<file path="config.mk">
export PLATFORM = sky130hd
export DESIGN_NAME = exe_pipe_slice_flat
export DESIGN_NICKNAME = d
export VERILOG_FILES = /design/src/rtl/exe_pipe_slice_pkg.sv /design/src/rtl/exe_pipe_slice_if.sv /design/src/rtl/exe_pipe_slice_alu.sv /design/src/rtl/exe_pipe_slice.sv /design/src/flat_wrapper.sv
export SDC_FILE = /design/constraint.sdc
export NUM_CORES = 1
export LEC_CHECK = 0
export CORE_ASPECT_RATIO = 1.75
export CORE_MARGIN = 4
export CORE_UTILIZATION = 50
export CTS_CLUSTER_DIAMETER = 100
export DETAILED_ROUTE_END_ITERATION = 12
export PLACE_DENSITY = 0.74
export SLEW_MARGIN = 20
export SYNTH_ARGS = -nofsm -noshare
export SYNTH_HDL_FRONTEND = slang
export SYNTH_SLANG_ARGS = --single-unit
</file>
<file path="constraint.sdc">
create_clock -name clk -period 17.59 [get_ports clk]
set_input_delay 2.6385 -clock clk [delete_from_list [all_inputs] [get_ports clk]]
set_output_delay 2.6385 -clock clk [all_outputs]
set_load 0.02 [all_outputs]
</file>
<file path="src/rtl/exe_pipe_slice_pkg.sv">
// Shared types and constants for the execute pipeline slice.
// Command codes, shift types, forwarding selects, flag indices and pipeline register layouts.
package exe_pipe_slice_pkg;

   localparam int W = 32;

   localparam int FLAG_N = 3;
   localparam int FLAG_Z = 2;
   localparam int FLAG_C = 1;
   localparam int FLAG_V = 0;

   typedef enum logic [3:0] {
      CMD_MOV = 4'b0001,
      CMD_ADD = 4'b0010,
      CMD_ADC = 4'b0011,
      CMD_SUB = 4'b0100,
      CMD_SBC = 4'b0101,
      CMD_AND = 4'b0110,
      CMD_ORR = 4'b0111,
      CMD_EOR = 4'b1000,
      CMD_MVN = 4'b1001
   } exe_cmd_e;

   typedef enum logic [1:0] {
      SH_LSL = 2'b00,
      SH_LSR = 2'b01,
      SH_ASR = 2'b10,
      SH_ROR = 2'b11
   } shift_e;

   typedef enum logic [1:0] {
      SEL_REG = 2'b00,
      SEL_MEM = 2'b01,
      SEL_WB  = 2'b10
   } fwd_sel_e;

   typedef struct packed {
      logic          wb_en;
      logic          mem_r_en;
      logic          mem_w_en;
      logic          b;
      logic          s;
      logic          imm;
      logic [3:0]    exe_cmd;
      logic [W-1:0]  pc;
      logic [W-1:0]  val_rn;
      logic [W-1:0]  val_rm;
      logic [11:0]   shift_operand;
      logic [23:0]   signed_imm_24;
      logic [3:0]    dest;
      logic [3:0]    src1;
      logic [3:0]    src2;
   } idex_t;

   typedef struct packed {
      logic          wb_en;
      logic          mem_r_en;
      logic          mem_w_en;
      logic [W-1:0]  alu_result;
      logic [W-1:0]  st_val;
      logic [3:0]    dest;
   } exmem_t;

   function automatic logic [W-1:0] ror32(input logic [W-1:0] x, input logic [4:0] n);
      logic [2*W-1:0] t;
      t = {x, x} >> n;
      return t[W-1:0];
   endfunction

endpackage

</file>
<file path="src/rtl/exe_pipe_slice_if.sv">
// Decode-side, forwarding and memory-side signal bundle for the execute slice.
interface exe_pipe_slice_if;
   import exe_pipe_slice_pkg::*;

   logic          freeze;
   logic          flush;
   logic          wb_en_in;
   logic          mem_r_en_in;
   logic          mem_w_en_in;
   logic          b_in;
   logic          s_in;
   logic          imm_in;
   logic [3:0]    exe_cmd_in;
   logic [W-1:0]  pc_in;
   logic [W-1:0]  val_rn_in;
   logic [W-1:0]  val_rm_in;
   logic [11:0]   shift_operand_in;
   logic [23:0]   signed_imm_24_in;
   logic [3:0]    dest_in;
   logic [3:0]    src1_in;
   logic [3:0]    src2_in;
   logic [1:0]    sel_src1;
   logic [1:0]    sel_src2;
   logic [W-1:0]  mem_alu_result;
   logic [W-1:0]  wb_val;
   logic [3:0]    sr;

   logic          b_exe;
   logic          s_exe;
   logic [3:0]    src1_exe;
   logic [3:0]    src2_exe;
   logic [3:0]    dest_exe;
   logic          wb_en_exe;
   logic          mem_r_en_exe;
   logic [W-1:0]  br_addr;
   logic [3:0]    status;
   logic          wb_en_mem;
   logic          mem_r_en_mem;
   logic          mem_w_en_mem;
   logic [W-1:0]  alu_result_mem;
   logic [W-1:0]  st_val_mem;
   logic [3:0]    dest_mem;

   modport slave (
      input  freeze, flush, wb_en_in, mem_r_en_in, mem_w_en_in, b_in, s_in, imm_in,
             exe_cmd_in, pc_in, val_rn_in, val_rm_in, shift_operand_in, signed_imm_24_in,
             dest_in, src1_in, src2_in, sel_src1, sel_src2, mem_alu_result, wb_val, sr,
      output b_exe, s_exe, src1_exe, src2_exe, dest_exe, wb_en_exe, mem_r_en_exe,
             br_addr, status, wb_en_mem, mem_r_en_mem, mem_w_en_mem,
             alu_result_mem, st_val_mem, dest_mem
   );

   modport master (
      output freeze, flush, wb_en_in, mem_r_en_in, mem_w_en_in, b_in, s_in, imm_in,
             exe_cmd_in, pc_in, val_rn_in, val_rm_in, shift_operand_in, signed_imm_24_in,
             dest_in, src1_in, src2_in, sel_src1, sel_src2, mem_alu_result, wb_val, sr,
      input  b_exe, s_exe, src1_exe, src2_exe, dest_exe, wb_en_exe, mem_r_en_exe,
             br_addr, status, wb_en_mem, mem_r_en_mem, mem_w_en_mem,
             alu_result_mem, st_val_mem, dest_mem
   );

endinterface

</file>
<file path="src/rtl/exe_pipe_slice_alu.sv">
// Execute ALU: command, op1, Val2 and carry-in to result and {N,Z,C,V} flags.
module exe_alu
   import exe_pipe_slice_pkg::*;
(
   input  logic [3:0]    cmd,
   input  logic [W-1:0]  op1,
   input  logic [W-1:0]  val2,
   input  logic          c_in,
   output logic [W-1:0]  result,
   output logic [3:0]    flags
);

   logic [W:0] sum;
   logic       arith;
   logic       sub;

   // Subtraction runs as op1 + ~val2 + carry so bit W is the no-borrow carry.
   always_comb begin
      sum   = '0;
      arith = 1'b0;
      sub   = 1'b0;
      case (cmd)
         CMD_MOV: sum = {1'b0, val2};
         CMD_MVN: sum = {1'b0, ~val2};
         CMD_ADD: begin
            sum   = {1'b0, op1} + {1'b0, val2};
            arith = 1'b1;
         end
         CMD_ADC: begin
            sum   = {1'b0, op1} + {1'b0, val2} + {{W{1'b0}}, c_in};
            arith = 1'b1;
         end
         CMD_SUB: begin
            sum   = {1'b0, op1} + {1'b0, ~val2} + {{W{1'b0}}, 1'b1};
            arith = 1'b1;
            sub   = 1'b1;
         end
         CMD_SBC: begin
            sum   = {1'b0, op1} + {1'b0, ~val2} + {{W{1'b0}}, c_in};
            arith = 1'b1;
            sub   = 1'b1;
         end
         CMD_AND: sum = {1'b0, op1 & val2};
         CMD_ORR: sum = {1'b0, op1 | val2};
         CMD_EOR: sum = {1'b0, op1 ^ val2};
         default: sum = '0;
      endcase
   end

   assign result = sum[W-1:0];

   always_comb begin
      flags         = '0;
      flags[FLAG_N] = result[W-1];
      flags[FLAG_Z] = (result == '0);
      flags[FLAG_C] = arith & sum[W];
      if (arith) begin
         if (sub)
            flags[FLAG_V] = (op1[W-1] != val2[W-1]) && (result[W-1] != op1[W-1]);
         else
            flags[FLAG_V] = (op1[W-1] == val2[W-1]) && (result[W-1] != op1[W-1]);
      end
   end

endmodule

</file>
<file path="src/rtl/exe_pipe_slice.sv">
// Execute slice: ID/EX register, forwarding, Val2, ALU, branch adder, EX/MEM register.
// Optional macro FORWARDING_EN: honour sel_src1/sel_src2; otherwise register values are used.
module exe_pipe_slice
   import exe_pipe_slice_pkg::*;
(
   input  logic            clk,
   input  logic            rst,
   exe_pipe_slice_if.slave bus
);

   idex_t         id_d;
   idex_t         ex_q;
   exmem_t        mem_d;
   exmem_t        mem_q;
   logic [1:0]    sel1;
   logic [1:0]    sel2;
   logic [W-1:0]  op1;
   logic [W-1:0]  rm_f;
   logic [W-1:0]  val2;
   logic [W-1:0]  alu_result;
   logic [3:0]    alu_flags;
   logic [4:0]    sh_amt;
   logic          unused_flags;

   assign id_d = '{
      wb_en:         bus.wb_en_in,
      mem_r_en:      bus.mem_r_en_in,
      mem_w_en:      bus.mem_w_en_in,
      b:             bus.b_in,
      s:             bus.s_in,
      imm:           bus.imm_in,
      exe_cmd:       bus.exe_cmd_in,
      pc:            bus.pc_in,
      val_rn:        bus.val_rn_in,
      val_rm:        bus.val_rm_in,
      shift_operand: bus.shift_operand_in,
      signed_imm_24: bus.signed_imm_24_in,
      dest:          bus.dest_in,
      src1:          bus.src1_in,
      src2:          bus.src2_in
   };

   // Freeze outranks flush so a stalled branch does not lose the instruction in EX.
   always_ff @(posedge clk or posedge rst) begin
      if (rst)
         ex_q <= '0;
      else if (!bus.freeze) begin
         if (bus.flush)
            ex_q <= '0;
         else
            ex_q <= id_d;
      end
   end

   always_ff @(posedge clk or posedge rst) begin
      if (rst)
         mem_q <= '0;
      else if (!bus.freeze)
         mem_q <= mem_d;
   end

`ifdef FORWARDING_EN
   assign sel1 = bus.sel_src1;
   assign sel2 = bus.sel_src2;
`else
   logic unused_fwd;
   assign unused_fwd = ^{bus.sel_src1, bus.sel_src2, bus.mem_alu_result, bus.wb_val};
   assign sel1 = SEL_REG;
   assign sel2 = SEL_REG;
`endif

   function automatic logic [W-1:0] fwd(input logic [1:0] sel, input logic [W-1:0] reg_val,
                                        input logic [W-1:0] mem_val, input logic [W-1:0] wb);
      case (sel)
         SEL_MEM: return mem_val;
         SEL_WB:  return wb;
         default: return reg_val;
      endcase
   endfunction

   assign op1  = fwd(sel1, ex_q.val_rn, bus.mem_alu_result, bus.wb_val);
   assign rm_f = fwd(sel2, ex_q.val_rm, bus.mem_alu_result, bus.wb_val);

   assign sh_amt = ex_q.shift_operand[11:7];

   always_comb begin
      val2 = '0;
      if (ex_q.imm)
         val2 = ror32({24'b0, ex_q.shift_operand[7:0]}, {ex_q.shift_operand[11:8], 1'b0});
      else if (ex_q.mem_r_en || ex_q.mem_w_en)
         val2 = {20'b0, ex_q.shift_operand};
      else begin
         case (ex_q.shift_operand[6:5])
            SH_LSL:  val2 = rm_f << sh_amt;
            SH_LSR:  val2 = rm_f >> sh_amt;
            SH_ASR:  val2 = W'($signed(rm_f) >>> sh_amt);
            default: val2 = ror32(rm_f, sh_amt);
         endcase
      end
   end

   exe_alu u_alu (
      .cmd    (ex_q.exe_cmd),
      .op1    (op1),
      .val2   (val2),
      .c_in   (bus.sr[FLAG_C]),
      .result (alu_result),
      .flags  (alu_flags)
   );

   assign unused_flags = ^{bus.sr[FLAG_N], bus.sr[FLAG_Z], bus.sr[FLAG_V]};

   assign mem_d = '{
      wb_en:      ex_q.wb_en,
      mem_r_en:   ex_q.mem_r_en,
      mem_w_en:   ex_q.mem_w_en,
      alu_result: alu_result,
      st_val:     rm_f,
      dest:       ex_q.dest
   };

   assign bus.br_addr      = ex_q.pc + {{6{ex_q.signed_imm_24[23]}}, ex_q.signed_imm_24, 2'b00};
   assign bus.status       = alu_flags;
   assign bus.b_exe        = ex_q.b;
   assign bus.s_exe        = ex_q.s;
   assign bus.src1_exe     = ex_q.src1;
   assign bus.src2_exe     = ex_q.src2;
   assign bus.dest_exe     = ex_q.dest;
   assign bus.wb_en_exe    = ex_q.wb_en;
   assign bus.mem_r_en_exe = ex_q.mem_r_en;

   assign bus.wb_en_mem      = mem_q.wb_en;
   assign bus.mem_r_en_mem   = mem_q.mem_r_en;
   assign bus.mem_w_en_mem   = mem_q.mem_w_en;
   assign bus.alu_result_mem = mem_q.alu_result;
   assign bus.st_val_mem     = mem_q.st_val;
   assign bus.dest_mem       = mem_q.dest;

endmodule

</file>
<file path="src/flat_wrapper.sv">
// flat-port wrapper written by rule: the top's interface ports become plain ports
module exe_pipe_slice_flat import exe_pipe_slice_pkg::*;
  (clk, rst, bus_freeze, bus_flush, bus_wb_en_in, bus_mem_r_en_in, bus_mem_w_en_in, bus_b_in, bus_s_in, bus_imm_in, bus_exe_cmd_in, bus_pc_in, bus_val_rn_in, bus_val_rm_in, bus_shift_operand_in, bus_signed_imm_24_in, bus_dest_in, bus_src1_in, bus_src2_in, bus_sel_src1, bus_sel_src2, bus_mem_alu_result, bus_wb_val, bus_sr, bus_b_exe, bus_s_exe, bus_src1_exe, bus_src2_exe, bus_dest_exe, bus_wb_en_exe, bus_mem_r_en_exe, bus_br_addr, bus_status, bus_wb_en_mem, bus_mem_r_en_mem, bus_mem_w_en_mem, bus_alu_result_mem, bus_st_val_mem, bus_dest_mem);
  exe_pipe_slice_if bus_i ();
  input  logic clk;
  input  logic rst;
  input wire logic [$bits(bus_i.freeze)-1:0] bus_freeze;
  input wire logic [$bits(bus_i.flush)-1:0] bus_flush;
  input wire logic [$bits(bus_i.wb_en_in)-1:0] bus_wb_en_in;
  input wire logic [$bits(bus_i.mem_r_en_in)-1:0] bus_mem_r_en_in;
  input wire logic [$bits(bus_i.mem_w_en_in)-1:0] bus_mem_w_en_in;
  input wire logic [$bits(bus_i.b_in)-1:0] bus_b_in;
  input wire logic [$bits(bus_i.s_in)-1:0] bus_s_in;
  input wire logic [$bits(bus_i.imm_in)-1:0] bus_imm_in;
  input wire logic [$bits(bus_i.exe_cmd_in)-1:0] bus_exe_cmd_in;
  input wire logic [$bits(bus_i.pc_in)-1:0] bus_pc_in;
  input wire logic [$bits(bus_i.val_rn_in)-1:0] bus_val_rn_in;
  input wire logic [$bits(bus_i.val_rm_in)-1:0] bus_val_rm_in;
  input wire logic [$bits(bus_i.shift_operand_in)-1:0] bus_shift_operand_in;
  input wire logic [$bits(bus_i.signed_imm_24_in)-1:0] bus_signed_imm_24_in;
  input wire logic [$bits(bus_i.dest_in)-1:0] bus_dest_in;
  input wire logic [$bits(bus_i.src1_in)-1:0] bus_src1_in;
  input wire logic [$bits(bus_i.src2_in)-1:0] bus_src2_in;
  input wire logic [$bits(bus_i.sel_src1)-1:0] bus_sel_src1;
  input wire logic [$bits(bus_i.sel_src2)-1:0] bus_sel_src2;
  input wire logic [$bits(bus_i.mem_alu_result)-1:0] bus_mem_alu_result;
  input wire logic [$bits(bus_i.wb_val)-1:0] bus_wb_val;
  input wire logic [$bits(bus_i.sr)-1:0] bus_sr;
  output wire logic [$bits(bus_i.b_exe)-1:0] bus_b_exe;
  output wire logic [$bits(bus_i.s_exe)-1:0] bus_s_exe;
  output wire logic [$bits(bus_i.src1_exe)-1:0] bus_src1_exe;
  output wire logic [$bits(bus_i.src2_exe)-1:0] bus_src2_exe;
  output wire logic [$bits(bus_i.dest_exe)-1:0] bus_dest_exe;
  output wire logic [$bits(bus_i.wb_en_exe)-1:0] bus_wb_en_exe;
  output wire logic [$bits(bus_i.mem_r_en_exe)-1:0] bus_mem_r_en_exe;
  output wire logic [$bits(bus_i.br_addr)-1:0] bus_br_addr;
  output wire logic [$bits(bus_i.status)-1:0] bus_status;
  output wire logic [$bits(bus_i.wb_en_mem)-1:0] bus_wb_en_mem;
  output wire logic [$bits(bus_i.mem_r_en_mem)-1:0] bus_mem_r_en_mem;
  output wire logic [$bits(bus_i.mem_w_en_mem)-1:0] bus_mem_w_en_mem;
  output wire logic [$bits(bus_i.alu_result_mem)-1:0] bus_alu_result_mem;
  output wire logic [$bits(bus_i.st_val_mem)-1:0] bus_st_val_mem;
  output wire logic [$bits(bus_i.dest_mem)-1:0] bus_dest_mem;
  assign bus_i.freeze = bus_freeze;
  assign bus_i.flush = bus_flush;
  assign bus_i.wb_en_in = bus_wb_en_in;
  assign bus_i.mem_r_en_in = bus_mem_r_en_in;
  assign bus_i.mem_w_en_in = bus_mem_w_en_in;
  assign bus_i.b_in = bus_b_in;
  assign bus_i.s_in = bus_s_in;
  assign bus_i.imm_in = bus_imm_in;
  assign bus_i.exe_cmd_in = bus_exe_cmd_in;
  assign bus_i.pc_in = bus_pc_in;
  assign bus_i.val_rn_in = bus_val_rn_in;
  assign bus_i.val_rm_in = bus_val_rm_in;
  assign bus_i.shift_operand_in = bus_shift_operand_in;
  assign bus_i.signed_imm_24_in = bus_signed_imm_24_in;
  assign bus_i.dest_in = bus_dest_in;
  assign bus_i.src1_in = bus_src1_in;
  assign bus_i.src2_in = bus_src2_in;
  assign bus_i.sel_src1 = bus_sel_src1;
  assign bus_i.sel_src2 = bus_sel_src2;
  assign bus_i.mem_alu_result = bus_mem_alu_result;
  assign bus_i.wb_val = bus_wb_val;
  assign bus_i.sr = bus_sr;
  assign bus_b_exe = bus_i.b_exe;
  assign bus_s_exe = bus_i.s_exe;
  assign bus_src1_exe = bus_i.src1_exe;
  assign bus_src2_exe = bus_i.src2_exe;
  assign bus_dest_exe = bus_i.dest_exe;
  assign bus_wb_en_exe = bus_i.wb_en_exe;
  assign bus_mem_r_en_exe = bus_i.mem_r_en_exe;
  assign bus_br_addr = bus_i.br_addr;
  assign bus_status = bus_i.status;
  assign bus_wb_en_mem = bus_i.wb_en_mem;
  assign bus_mem_r_en_mem = bus_i.mem_r_en_mem;
  assign bus_mem_w_en_mem = bus_i.mem_w_en_mem;
  assign bus_alu_result_mem = bus_i.alu_result_mem;
  assign bus_st_val_mem = bus_i.st_val_mem;
  assign bus_dest_mem = bus_i.dest_mem;
  exe_pipe_slice u_core (.clk(clk), .rst(rst), .bus(bus_i));
endmodule
</file>
* Word-level counts from Yosys, hierarchy flattened
Cells that the tools add are included.
Storage, ports and cells: register bits 225, input bits 230, output and inout bits 123, word-level logic and storage cells 67
Operators by class: add/subtract/negate cells 6, equal/unequal tests 14, shifts and indexed selects 5, muxes and demuxes 9, bitwise gates (word level) 5, reduce and logical (&&, ||, !) cells 7
Operators by type and width (number):
- $pmux 33 s9 | 1
- $mux 154 | 1
- $pmux 32 s3 | 1
- $add 32x32->33 | 2
- $add 33x1->33 | 2
- $mux 32 | 2
- $shr 64x5->32 | 1
- $shr 40x5->32 | 1
- $add 33x1->33 const B | 1
- $add 32x32->32 | 1
- $and 32x32->32 | 1
- $logic_not 32->1 | 1
- $not 32->32 | 1
- $or 32x32->32 | 1
- $shl 32x5->32 | 1
- $shr 32x5->32 | 1
- $sshr 32x5->32 | 1
- $xor 32x32->32 | 1
- $eq 4x3->1 const B | 4
- $eq 4x2->1 const B | 2
- $eq 4x4->1 const B | 2
- $eq 4x1->1 const B | 1
- $mux 1 | 4
- $reduce_or 4->1 | 1
- other kinds (9) | 11

* Depth between registers and ports, before layout
word-level depth 12, mapped depth 28, depth with buffers taken out 23

* Hierarchy
From an unflattened synthesis, not the netlist that was laid out.
Unflattened totals: cells, all modules 2892, area, all modules 24220.7 um2
By module, submodules not included:
- exe_pipe_slice | instances 1, cells an instance 1520, area each 15031.9 um2, sequential area each 5630.4 um2
- exe_alu | instances 1, cells an instance 1372, area each 9188.8 um2, sequential area each 0.0 um2

* Least setup slack after synthesis
Ideal clock, no wire load.
path kind register -> output, start point register u_core.ex_q[43] (netlist bit), end point output port bus_status[0], data arrival time 6.414 ns, data required time 14.951 ns, path slack 8.538 ns, cell stages (with the launch flop) 24, buffers on the path 3, path through dfrtp_1 > buf_6 > buf_6 > buf_6 > mux4_2 > mux4_2 > nor2_1 > nor3_1 > a31oi_1 > inv_1 > ha_1 > nand2b_1 > a21oi_1 > xor2_1 > nor3_1 > nand2_1 > or4_1 > nor3_1 > nand3_1 > o41a_1 > a211oi_1 > nand3_2 > xnor2_1 > nor3_1
On the way: cells in the longest elaborated chain, start to end 12, elaborated cells between the ends (all ways) 25, classes of those cells add/sub: 5; eq/ne: 3; shift: 5; mux: 6; bitwise: 4; reduce/logical: 2
Ends and longest elaborated chain:
- from (decl) | line exe_pipe_slice.sv:12 | idex_t ex_q;
- from (signal assigned) | line exe_pipe_slice.sv:51 | ex_q <= id_d;
- $shr 64x5->32 (tied with other cells) | line exe_pipe_slice_pkg.sv:66 | t = {x, x} >> n;
- $pmux 32 s3 | line exe_pipe_slice.sv:93 | case (ex_q.shift_operand[6:5])
- $mux 32 | line exe_pipe_slice.sv:90 | else if (ex_q.mem_r_en || ex_q.mem_w_en)
- $mux 32 * | line exe_pipe_slice.sv:88 | if (ex_q.imm)
- $not 32->32 | line exe_pipe_slice_alu.sv:24, exe_pipe_slice_alu.sv:34, exe_pipe_slice_alu.sv:39
- $add 32x32->33 | line exe_pipe_slice_alu.sv:34, exe_pipe_slice_alu.sv:39
- $add 33x1->33 (on tied branches) | line exe_pipe_slice_alu.sv:39, exe_pipe_slice_alu.sv:34
- $pmux 33 s9 * | line exe_pipe_slice_alu.sv:22 | case (cmd)
- net u_core.alu_result[31] | line exe_pipe_slice.sv:20 | logic [W-1:0] alu_result;
- $ne 1x1->1 * | line exe_pipe_slice_alu.sv:59, exe_pipe_slice_alu.sv:61
- $logic_and 1x1->1 (on tied branches) | line exe_pipe_slice_alu.sv:61, exe_pipe_slice_alu.sv:59
- $mux 1 * | line exe_pipe_slice_alu.sv:58 | if (sub)
- $mux 1 * | line exe_pipe_slice_alu.sv:57 | if (arith) begin
- to (decl) | line flat_wrapper.sv:37 | output wire logic [$bits(bus_i.status)-1:0] bus_status;
The timed path passes the listed nets; every way through them passes the cells marked *.

* Worst setup path in the final report
start point register u_core.ex_q[43] (netlist bit), end point output port bus_status[2]
On the way: cells in the longest elaborated chain, start to end 9, elaborated cells between the ends (all ways) 19, classes of those cells add/sub: 5; shift: 5; mux: 4; bitwise: 4; reduce/logical: 1
Ends and longest elaborated chain:
- $shr 64x5->32 (tied with other cells) | line exe_pipe_slice_pkg.sv:66
- $pmux 32 s3 | line exe_pipe_slice.sv:93
- $mux 32 | line exe_pipe_slice.sv:90
- $mux 32 * | line exe_pipe_slice.sv:88
- $not 32->32 | line exe_pipe_slice_alu.sv:24, exe_pipe_slice_alu.sv:34, exe_pipe_slice_alu.sv:39
- $add 32x32->33 | line exe_pipe_slice_alu.sv:34, exe_pipe_slice_alu.sv:39
- $add 33x1->33 (on tied branches) | line exe_pipe_slice_alu.sv:39, exe_pipe_slice_alu.sv:34
- $pmux 33 s9 * | line exe_pipe_slice_alu.sv:22
- $logic_not 32->1 * | line exe_pipe_slice_alu.sv:55 | flags[FLAG_Z] = (result == '0);
Every way passes the cells marked *; elsewhere a longest branch is shown, timed or not.

==> qor.txt <==
TritonCTS Buffers = 25
Layout area overhead = 15.9%
drt pass-1 iters = 8
Max Slew Vio Count = 0
worst slew pin tran = 1.08 ns
CP endpoint kind = output port
Die Ht = 301 µm
GRT Residual Overflow = 0
worst setup path start = u_core.ex_q[43]
Syn Nets = 3304
RSZ-0062 raised after global routing = no
Cells after DPL = 3691
setup_tns = 0 ns
share of cells above drive strength 1 = 11.7%
crit path launch type = flop
Peak VDD IR = 0.0869 mV
number of port buffers = 281
first-pass GRT wire length = 158 mm
Mapped Area = 24600 µm²
FF-to-FF path depth = 18
vias = 25675
hold_buf cts = 0
I/O pin total = 353
max_cap viols = 0
Resized Gates After CTS = 0
Synth area leaders = dfrtp_1 (23%), ha_1 (6.8%), mux4_2 (6.1%)
final core area utilization = 58.6%
most common cell in the netlist = nand2_1
clock buffer depth = 3
worst r2r src = u_core.ex_q[43]
top-area cell type share of the netlist area = 22.9%
run status = completed
post-CTS setup buffers = 0
CP required = 14.95 ns
DR DRC count = 0
Worst-Skew Late Latency = 0.59 ns
Critical Path AT = 10.39 ns
CTS tree = yes
fin crit period = 13.03 ns
H-tree depth = 1
initial antenna violation count = 4
Starting Density = 50.5%
worst hold path class = reg2reg
Cell Pwr Density = 96.3 nW/µm²
Setup WS post-layout = 4.56 ns
non-filler cells, final = 3740
Detail Placement HPWL = 81.0 mm
DRT iter0 DRCs = 2385
Final ANT Viol Nets = 0
synthesized area per cell = 8.36 µm²
Tot GR Track Use = 38.6%
register area share after synthesis = 22.9%
Setup Viol. Count Final = 0
FMAX = 76.8 MHz
Crit Path Max Fanout = 57
Hold Fails Final Rpt = 0
DIE WIDTH = 176 µm
Avg WL per Cell = 28.4 µm
R2R Path End = u_core.bus.alu_result_mem[30]
Slew HR = 27.0%
Root Driver = clkbuf_16
Tcrit/Tclk final = 74.1%
worst setup path category = reg2out
distinct cell type count after synthesis = 116
largest net degree at the start of global routing = 102
CORE AREA = 48600 µm²
gpl congestion = 1.10
# rows = 107
top cells by count, synth = nand2_1 (243), dfrtp_1 (225), nor2_1 (218)
#FFs+latches synth = 225
Async S/R FF share, synth = 100%
FF-to-FF setup slack = 8.33 ns
DR vias/cell = 6.86
critical path endpoint = bus_status[2]
vias in the first global route = 25625
die area = 52900 µm²
Nets = 3431
Final Skew = 0.0159 ns
pre-CTS WS = 5.57 ns
Worst-path clk slew = 0.07 ns
clk sink count = 225
cell count after synthesis = 2937
Yosys Warn Count = 0
area leader, netlist = dfrtp_1
design area = 28500 µm²
Synth Flop Type = dfrtp_1
Post-DP Area = 27600 µm²
Post-synth EDFFs = 0
WL final = 106 mm
leak pwr = 11.5 nW
[layout make-up]
class	instances	area (µm²)
fill	4357	20100
multi-input combinational	2348	17400
sequential	225	5640
timing repair buffer	338	3240
tap	654	818
clock buffer	30	664
inverter	126	480
clock inverter	16	188
antenna	3	7.51
[stage by stage]
stage / hold WS (ns) / power, W
after detailed placement: 0.479 / 0.00214
final: 0.487 / 0.00274
after global routing: 0.524 / 0.00287
after floorplan: 0.480 / 0.00164
after global placement: 0.467 / 0.00211
after CTS: 0.493 / 0.00270
[cell families after synthesis]
logic type,Yosys count,share of synthesized area (%)
AO/OA/AOI/OAI,984,29.0
AND/OR/NAND/NOR,900,18.2
buffers and inverters,364,6.21
flip-flops,225,22.9
multiplexers,213,12.5
adder cells (fa/ha/maj),137,7.07
XOR/XNOR,114,4.10
[worst max-delay path: stages, from the launching register on]
cell and delay [ns]:
dfrtp_4 0.82, buf_4 0.81, mux4_2 0.69, mux4_2 0.53, o2111a_1 0.26, a211oi_2 0.73, ha_1 0.65, nor3_2 0.14
a2111oi_0 0.58, o21ai_0 0.43, a21oi_1 0.23, a22oi_1 0.26, nor4_1 0.91, nand3_1 0.29, o311a_1 0.42, a211oi_1 0.21
a21bo_2 0.29, nor4_1 0.44, nand4_1 0.22, nor4_2 0.17, clkdlybuf4s50_1 0.64
[sequential cells by signal, summed over array words and instances, names as in the netlist]
signal / cells
u_core.bus.src2_exe: 4
u_core.bus.alu_result_mem: 32
u_core.bus.src1_exe: 4
u_core.bus.wb_en_mem: 1
u_core.bus.st_val_mem: 32
u_core.bus.mem_r_en_exe: 1
u_core.bus.s_exe: 1
u_core.bus.b_exe: 1
u_core.bus.wb_en_exe: 1
u_core.ex_q: 138
u_core.bus.dest_exe: 4
u_core.bus.mem_r_en_mem: 1
u_core.bus.dest_mem: 4
u_core.bus.mem_w_en_mem: 1
[placed cells by master (no fill, tap or decap), drive strengths merged, types with 18 or more instances in the layout]
cell type,count
inv,129
o21a,41
a221o,19
dfrtp,225
a211oi,49
nor4,43
nand2b,19
or3,20
mux2,85
o21ai,174
nand3,63
nor2,218
a221oi,23
o22ai,28
a21oi,184
and2,21
o31ai,26
buf,58
ha,134
a21o,29
a22oi,18
or2,32
nand2,243
mux4,66
clkbuf,30
mux2i,62
nor3,103
xnor2,84
o221ai,24
o211ai,42
nand4,29
nor2b,23
xor2,30
a31oi,37
and3,23
a22o,116
clkdlybuf4s50,280
[how the worst min path moves through the flow]
| stage | from | end | cells past startpoint |
|---|---|---|---|
| 3_5_place_dp | u_core.bus.alu_result_mem[20] | u_core.bus.alu_result_mem[20] | 1 |
| 3_3_place_gp | u_core.bus.alu_result_mem[20] | u_core.bus.alu_result_mem[20] | 1 |
| 4_1_cts | u_core.bus.alu_result_mem[20] | u_core.bus.alu_result_mem[20] | 1 |
| 5_1_grt | u_core.bus.alu_result_mem[10] | u_core.bus.alu_result_mem[10] | 1 |
| 2_1_floorplan | u_core.bus.src1_exe[0] | u_core.bus.src1_exe[0] | 1 |
| 6_report | u_core.bus.alu_result_mem[20] | u_core.bus.alu_result_mem[20] | 1 |
[report_power, final]
group          internal (W)  leakage (nW)  switching, W
Sequential         0.000575          2.90     0.0000590
Combinational      0.000574          8.18      0.000972
Clock              0.000307         0.417      0.000255
Total               0.00146          11.5       0.00129
[layer usage]
layer / share of wire, % / vias to the layer above / track usage (%)
met4: 11 / 0 / 32.2
met2: 49 / 1514 / 67.4
met1: 33 / 12276 / 40.5
met5: 0 / - / 0
met3: 7.3 / 498 / 6.28
li1: - / 11387 / -
Note: power is estimated with default switching activity, not from simulation.
